$ cat config.mk
export PLATFORM = sky130hd
export DESIGN_NAME = mbus_rbtr
export DESIGN_NICKNAME = d
export VERILOG_FILES = /design/src/rtl/mbus_pkg.sv /design/src/rtl/mbus_lane.sv /design/src/rtl/mbus_rbtr.sv
export SDC_FILE = /design/constraint.sdc
export NUM_CORES = 1
export LEC_CHECK = 0
export CELL_PAD_IN_SITES_DETAIL_PLACEMENT = 0
export CELL_PAD_IN_SITES_GLOBAL_PLACEMENT = 2
export CORE_MARGIN = 2
export CORE_UTILIZATION = 26
export DETAILED_ROUTE_END_ITERATION = 8
export PLACE_DENSITY = 0.87
export SLEW_MARGIN = 10
export SYNTH_ARGS = -nofsm -noshare
export SYNTH_HDL_FRONTEND = slang
export SYNTH_SLANG_ARGS = --single-unit
$ cat constraint.sdc
create_clock -name clk -period 8.63 [get_ports clk]
set_clock_uncertainty 0.2 [all_clocks]
set_input_delay 1.726 -clock clk [delete_from_list [all_inputs] [get_ports clk]]
set_output_delay 1.726 -clock clk [all_outputs]
set_load 0.01 [all_outputs]
$ cat src/rtl/mbus_pkg.sv
// Purpose : shared types for the multi-bus packet arbiter (FSM states, arbitration modes, ID width).
// Latency : n/a (declarations only).
// Backpressure: n/a.
package mbus_pkg;

  // Destination ID occupies the top ID_W bits of every packet.
  localparam int ID_W = 8;

  typedef enum logic [1:0] {
    ST_IDLE    = 2'd0,
    ST_GRANT   = 2'd1,
    ST_DELIVER = 2'd2
  } state_e;

  typedef enum logic {
    ARB_FIXED = 1'b0,
    ARB_RR    = 1'b1
  } arb_mode_e;

  // Round-robin search order: offset 0 is the device right after the last
  // grantee, offset n-1 is the last grantee itself (lowest priority).
  function automatic int rr_idx(input int base, input int off, input int n);
    return (base + 1 + off) % n;
  endfunction

endpackage

$ cat src/rtl/mbus_lane.sv
// Purpose : one bus - arbiter, IDLE->GRANT->DELIVER FSM and destination decoder.
// Latency : pndng seen at edge N -> pop in cycle N+1 -> push in cycle N+2; one packet per 3 cycles.
// Backpressure: none; devices are always ready to accept a push, unknown destinations are dropped.
// Ports   : pndng/d_pop from device FIFOs, pop/push/d_push to devices,
//           busy (not IDLE), err_drop (drop pulse), drop_cnt (saturating drop count).
module mbus_lane
  import mbus_pkg::*;
#(
  parameter int              DRVRS     = 5,
  parameter int              PCKG_SZ   = 16,
  parameter logic [ID_W-1:0] BROADCAST = 8'h8F,
  parameter int              ARB_MODE  = 1,
  parameter int              CNT_W     = 16
) (
  input  logic                            clk,
  input  logic                            reset,
  input  logic [DRVRS-1:0]                pndng,
  input  logic [DRVRS-1:0][PCKG_SZ-1:0]   d_pop,
  output logic [DRVRS-1:0]                pop,
  output logic [DRVRS-1:0]                push,
  output logic [DRVRS-1:0][PCKG_SZ-1:0]   d_push,
  output logic                            busy,
  output logic                            err_drop,
  output logic [CNT_W-1:0]                drop_cnt
);

  localparam int        GW   = (DRVRS > 1) ? $clog2(DRVRS) : 1;
  localparam arb_mode_e MODE = (ARB_MODE == 0) ? ARB_FIXED : ARB_RR;

  state_e             state_q, state_d;
  // gnt_q is loaded when leaving IDLE, so it is both the current source
  // (GRANT/DELIVER) and the round-robin "last grant" for the next search.
  logic [GW-1:0]      gnt_q, gnt_d;
  logic [PCKG_SZ-1:0] pkt_q, pkt_d;
  logic [CNT_W-1:0]   cnt_q, cnt_d;

  logic [GW-1:0]      sel;
  logic               found;
  logic [ID_W-1:0]    dest;
  logic [DRVRS-1:0]   tgt;
  logic               drop;

  // Arbiter: first pending device in priority order.
  always_comb begin
    sel   = gnt_q;
    found = 1'b0;
    for (int i = 0; i < DRVRS; i++) begin
      if (MODE == ARB_RR) begin
        if (!found && pndng[rr_idx(int'(gnt_q), i, DRVRS)]) begin
          sel   = GW'(rr_idx(int'(gnt_q), i, DRVRS));
          found = 1'b1;
        end
      end else begin
        if (!found && pndng[i]) begin
          sel   = GW'(i);
          found = 1'b1;
        end
      end
    end
  end

  // Decoder: unicast IDs take precedence over the broadcast ID.
  always_comb begin
    dest = pkt_q[PCKG_SZ-1 -: ID_W];
    tgt  = '0;
    for (int i = 0; i < DRVRS; i++) begin
      tgt[i] = (int'(dest) == i) ||
               ((dest == BROADCAST) && (i != int'(gnt_q)));
    end
    drop = (int'(dest) >= DRVRS) && (dest != BROADCAST);
  end

  always_comb begin
    state_d = state_q;
    gnt_d   = gnt_q;
    pkt_d   = pkt_q;
    cnt_d   = cnt_q;
    case (state_q)
      ST_IDLE: begin
        if (|pndng) begin
          state_d = ST_GRANT;
          gnt_d   = sel;
        end
      end
      ST_GRANT: begin
        pkt_d   = d_pop[gnt_q];
        state_d = ST_DELIVER;
      end
      ST_DELIVER: begin
        state_d = ST_IDLE;
        if (drop && (cnt_q != {CNT_W{1'b1}})) begin
          cnt_d = cnt_q + 1'b1;
        end
      end
      default: state_d = ST_IDLE;
    endcase
  end

  always_ff @(posedge clk) begin
    if (reset) begin
      state_q <= ST_IDLE;
      gnt_q   <= GW'(DRVRS - 1);
      pkt_q   <= '0;
      cnt_q   <= '0;
    end else begin
      state_q <= state_d;
      gnt_q   <= gnt_d;
      pkt_q   <= pkt_d;
      cnt_q   <= cnt_d;
    end
  end

  // Push and drop pulses are masked while reset is high so a packet caught
  // in DELIVER by a reset is neither delivered nor reported.
  always_comb begin
    pop      = '0;
    push     = '0;
    err_drop = 1'b0;
    for (int i = 0; i < DRVRS; i++) begin
      pop[i]    = (state_q == ST_GRANT) && (int'(gnt_q) == i);
      d_push[i] = pkt_q;
    end
    if ((state_q == ST_DELIVER) && !reset) begin
      push     = tgt;
      err_drop = drop;
    end
  end

  assign busy     = (state_q != ST_IDLE);
  assign drop_cnt = cnt_q;

endmodule

$ cat src/rtl/mbus_rbtr.sv
// Purpose : multi-bus packet arbiter; one independent mbus_lane per bus.
// Latency : pop one cycle after pndng is sampled, push one cycle after pop.
// Backpressure: none; each bus serves one packet per 3 cycles, bad destinations are dropped and counted.
// Ports   : clk, reset (sync, active-high); per bus b: pndng/D_pop in, pop/push/D_push out,
//           busy, err_drop, drop_cnt.
module mbus_rbtr
  import mbus_pkg::*;
#(
  parameter int              bits      = 1,
  parameter int              drvrs     = 5,
  parameter int              pckg_sz   = 16,
  parameter logic [ID_W-1:0] broadcast = 8'h8F,
  parameter int              ARB_MODE  = 1,
  parameter int              CNT_W     = 16
) (
  input  logic                                   clk,
  input  logic                                   reset,
  input  logic [bits-1:0][drvrs-1:0]             pndng,
  input  logic [bits-1:0][drvrs-1:0][pckg_sz-1:0] D_pop,
  output logic [bits-1:0][drvrs-1:0]             pop,
  output logic [bits-1:0][drvrs-1:0]             push,
  output logic [bits-1:0][drvrs-1:0][pckg_sz-1:0] D_push,
  output logic [bits-1:0]                        busy,
  output logic [bits-1:0]                        err_drop,
  output logic [bits-1:0][CNT_W-1:0]             drop_cnt
);

  for (genvar b = 0; b < bits; b++) begin : g_lane
    mbus_lane #(
      .DRVRS     (drvrs),
      .PCKG_SZ   (pckg_sz),
      .BROADCAST (broadcast),
      .ARB_MODE  (ARB_MODE),
      .CNT_W     (CNT_W)
    ) u_lane (
      .clk      (clk),
      .reset    (reset),
      .pndng    (pndng[b]),
      .d_pop    (D_pop[b]),
      .pop      (pop[b]),
      .push     (push[b]),
      .d_push   (D_push[b]),
      .busy     (busy[b]),
      .err_drop (err_drop[b]),
      .drop_cnt (drop_cnt[b])
    );
  end

endmodule

==> impl_metrics.py <==
metrics = {
    "sta": {
        "rsz0062_at_grt": "no",
        "final_max_slew_viol_count": 0,
        "slew_headroom_pct": 25.35,
        "finalSetupTns_ps": 0,
        "hold_violations": 0,
        "tightestPinTransition_ps": 1117,
        "fmax_mhz": 137.1,
        "post-route-min-period_ps": 7293,
        "finalWorstSetupSlack_ps": 1337,
        "setup_viol": 0,
        "post-route-period-util_pct": 84.50,
    },
    "critical_path": {
        "required_ps": 8620,
        "crit_type": "reg2reg",
        "startpoint_type": "register",
        "path_max_fanout": 20,
        "critPathArrivalTime_ps": 7280,
        "timing.rr.start": "g_lane[0].u_lane.gnt_q[2]",
        "endpoint_kind": "register",
        "cp-startpoint": "g_lane[0].u_lane.gnt_q[2]",
    },
    "pwr": {
        "total_power_mw": 2.088,
        "p_seq_share_pct": 11.1,
        "switchingPower_mw": 1.051,
        "swShare_pct": 50.35,
        "comb_power_share_pct": 80.4,
        "p_leak_nw": 2.725,
        "irDropWorstVdd_uv": 110.4,
        "clock_power_share_pct": 8.5,
        "pwr_density_cell_nw_per_um2": 282.6,
        "p_int_mw": 1.037,
    },
    "grt": {
        "grt_pass1_wl_mm": 29.66,
        "antenna_found_initial": 0,
        "gr-usage-all-layers_pct": 16.53,
        "grt_overflow_total": 0,
        "grt_max_degree": 38,
        "grt_pass1_vias": 5338,
    },
    "synthesis": {
        "synth.top_cells.by_count": "buf_4, nor2_1, nand2_1, ha_1, nor3_1",
        "netlist_instances": 712,
        "synth-edff-count": 0,
        "synthesis.nets": 838,
        "yosysTopAreaCellShare_pct": 13.40,
        "syn_area_sq_um": 5528,
        "synth_area_leaders": "dfxtp_1, buf_4, ha_1",
        "ys_seq_area_share_pct": 13.40,
        "synth.most_common_cell": "buf_4",
        "synth_cell_type_count": 87,
        "async_flop_share_pct": 0,
        "synth_top_cell_by_area": "dfxtp_1",
        "synth-seq-cells": 37,
        "synth_flop_cell": "dfxtp_1",
        "avgSynthCellArea_sq_um": 7.764,
        "synth-warning-count": 0,
    },
    "cts": {
        "post_cts_buffers": 0,
        "cts_buffer_depth": 2,
        "cts_tree": "done",
        "clock_latency_ps": 270,
        "path_clk_slew_ps": 50,
        "cts_hold_buf": 0,
        "cts.repair.resized": 0,
        "clock_sinks": 37,
        "cts_htree_levels": 2,
        "clock-root-buffer": "clkbuf_16",
        "cts_buffers": 5,
    },
    "die": {
        "coreArea_sq_um": 20960,
        "rows": 53,
        "die_h_microns": 149.8,
        "chipWidth_microns": 149.8,
        "ios": 195,
        "die-area_sq_um": 22440,
        "initial_core_util_pct": 26.38,
    },
    "route": {
        "drtPass1Iterations": 5,
        "drt_iter0_markers": 350,
        "remaining_drc_errors": 0,
        "ant_nets": 0,
        "wl_mm": 19.62,
        "post_drt_wl_per_cell_microns": 17.92,
        "vias_per_cell": 5.236,
        "vias": 5733,
    },
    "worst_hold_path": {
        "hp-class": "reg2reg",
        "hp-start": "g_lane[0].u_lane.drop_cnt[15]",
    },
    "place": {
        "numPortBuffers": 194,
        "placed_cells": 1088,
        "routabilityCongestion": 0.8732,
        "hpwlAfterDp_mm": 15.36,
        "dp_slack_ps": 1433,
    },
    "cells_and_area": {
        "layout-drive-gt1-share_pct": 8.659,
        "num-fill-cells": 2239,
        "finalNetCount": 946,
        "stdcell_count": 1095,
        "num_antenna_cells": 0,
        "syn_to_final_growth_pct": 33.68,
    },
    "status": {
        "status": "finished, final reports clean",
    },
    "job": {
        "max-cap-violations": 0,
    },
}
-- layer usage --
layer  part of all wire [%]  vias to the layer above  global-route usage, %
met3                    6.8                       17                  2.439
met1                     42                     2701                  20.36
li1                       -                     2788                      -
met5                      0                        -                      0
met4                    1.4                        0                  4.528
met2                     49                      227                  29.84
-- power by group through the flow --
stage	clock network (mW)	logic [mW]	registers (mW)
after floorplan	0	1.28	0.217
after global placement	0	1.68	0.235
after detailed placement	0	1.66	0.237
after CTS	0.184	1.67	0.233
after global routing	0.188	1.84	0.237
final	0.177	1.68	0.232
-- layout make-up --
type / instances / area [sq um] / area share [%]
Inverter: 34 / 127.6 / 1.727
Multi-Input combinational cell: 537 / 4009 / 54.25
Tap cell: 275 / 344.1 / 4.656
Clock buffer: 7 / 142.6 / 1.930
Sequential cell: 37 / 742.0 / 10.04
Timing Repair Buffer: 205 / 2024 / 27.40
-- sequential cells by signal, summed over array words and instances, names as in the netlist --
signal and flops:
g_lane.u_lane.drop_cnt 16, g_lane.u_lane.gnt_q 3, g_lane.u_lane.state_q 2, g_lane.u_lane.pkt_q 16
-- cell usage in the layout (no fill, tap or decap), types with 10 or more instances in the layout --
cell type,Yosys,layout
clkdlybuf4s50_1,0,194
nand2b_1,14,14
xnor2_1,14,14
xor2_1,10,10
nor3_1,39,38
o21ai_0,30,30
mux2i_1,22,22
a21o_1,11,11
buf_4,65,11
dfxtp_1,37,36
or3_1,10,10
mux4_2,19,19
nand3_1,20,20
nand2_1,53,53
a21oi_1,33,33
inv_1,29,29
nor2_1,60,60
ha_1,39,39
a221oi_1,20,20
-- worst paths after layout --
kind	endpoint	slack, ps	cells past startpoint
max	g_lane[0].u_lane.gnt_q[1]	1340	24
max reg2reg	g_lane[0].u_lane.gnt_q[1]	1340	24
min	g_lane[0].u_lane.drop_cnt[15]	310	2
min reg2reg	g_lane[0].u_lane.drop_cnt[15]	310	2
-- kinds of logic after synthesis --
logic type                 after synthesis  share of synthesized area (%)
muxes                                   47                          13.01
and+or+nand+nor                        250                          23.07
DFF                                     37                          13.40
AOI/OAI and AO/OA                      176                          23.54
buffers and inverters                  138                          14.17
adders and majority gates               40                          9.009
xor gates and xnor gates                24                          3.803
-- per-stage QoR --
step | hold slack, ps | cell area, sq um | util (%)
floorplan | 314.3 | 5528 | -
global placement | 296.3 | 7247 | 34.58
detailed placement | 299.7 | 7247 | 34.58
CTS | 308.1 | 7390 | 35.26
global route | 354.1 | 7390 | 35.26
finish | 310.1 | 7390 | 35.26
-- critical path, stage by stage (launching register included) --
cell and delay, ps:
dfxtp_1 580, inv_1 450, ha_1 440, clkinv_1 200
ha_1 500, nor2b_2 390, nor2_1 110, o21ai_0 350
inv_1 110, ha_1 220, or2_2 300, a211o_1 330
a22oi_4 250, xnor2_1 140, ha_1 230, and3_1 170
o21ai_1 120, o211ai_1 120, a211oi_2 510, mux2i_1 280
nor3b_4 320, nand3_2 140, or3_1 410, a211o_1 260
o221ai_1 70
Note: power is estimated with default switching activity, not from simulation.
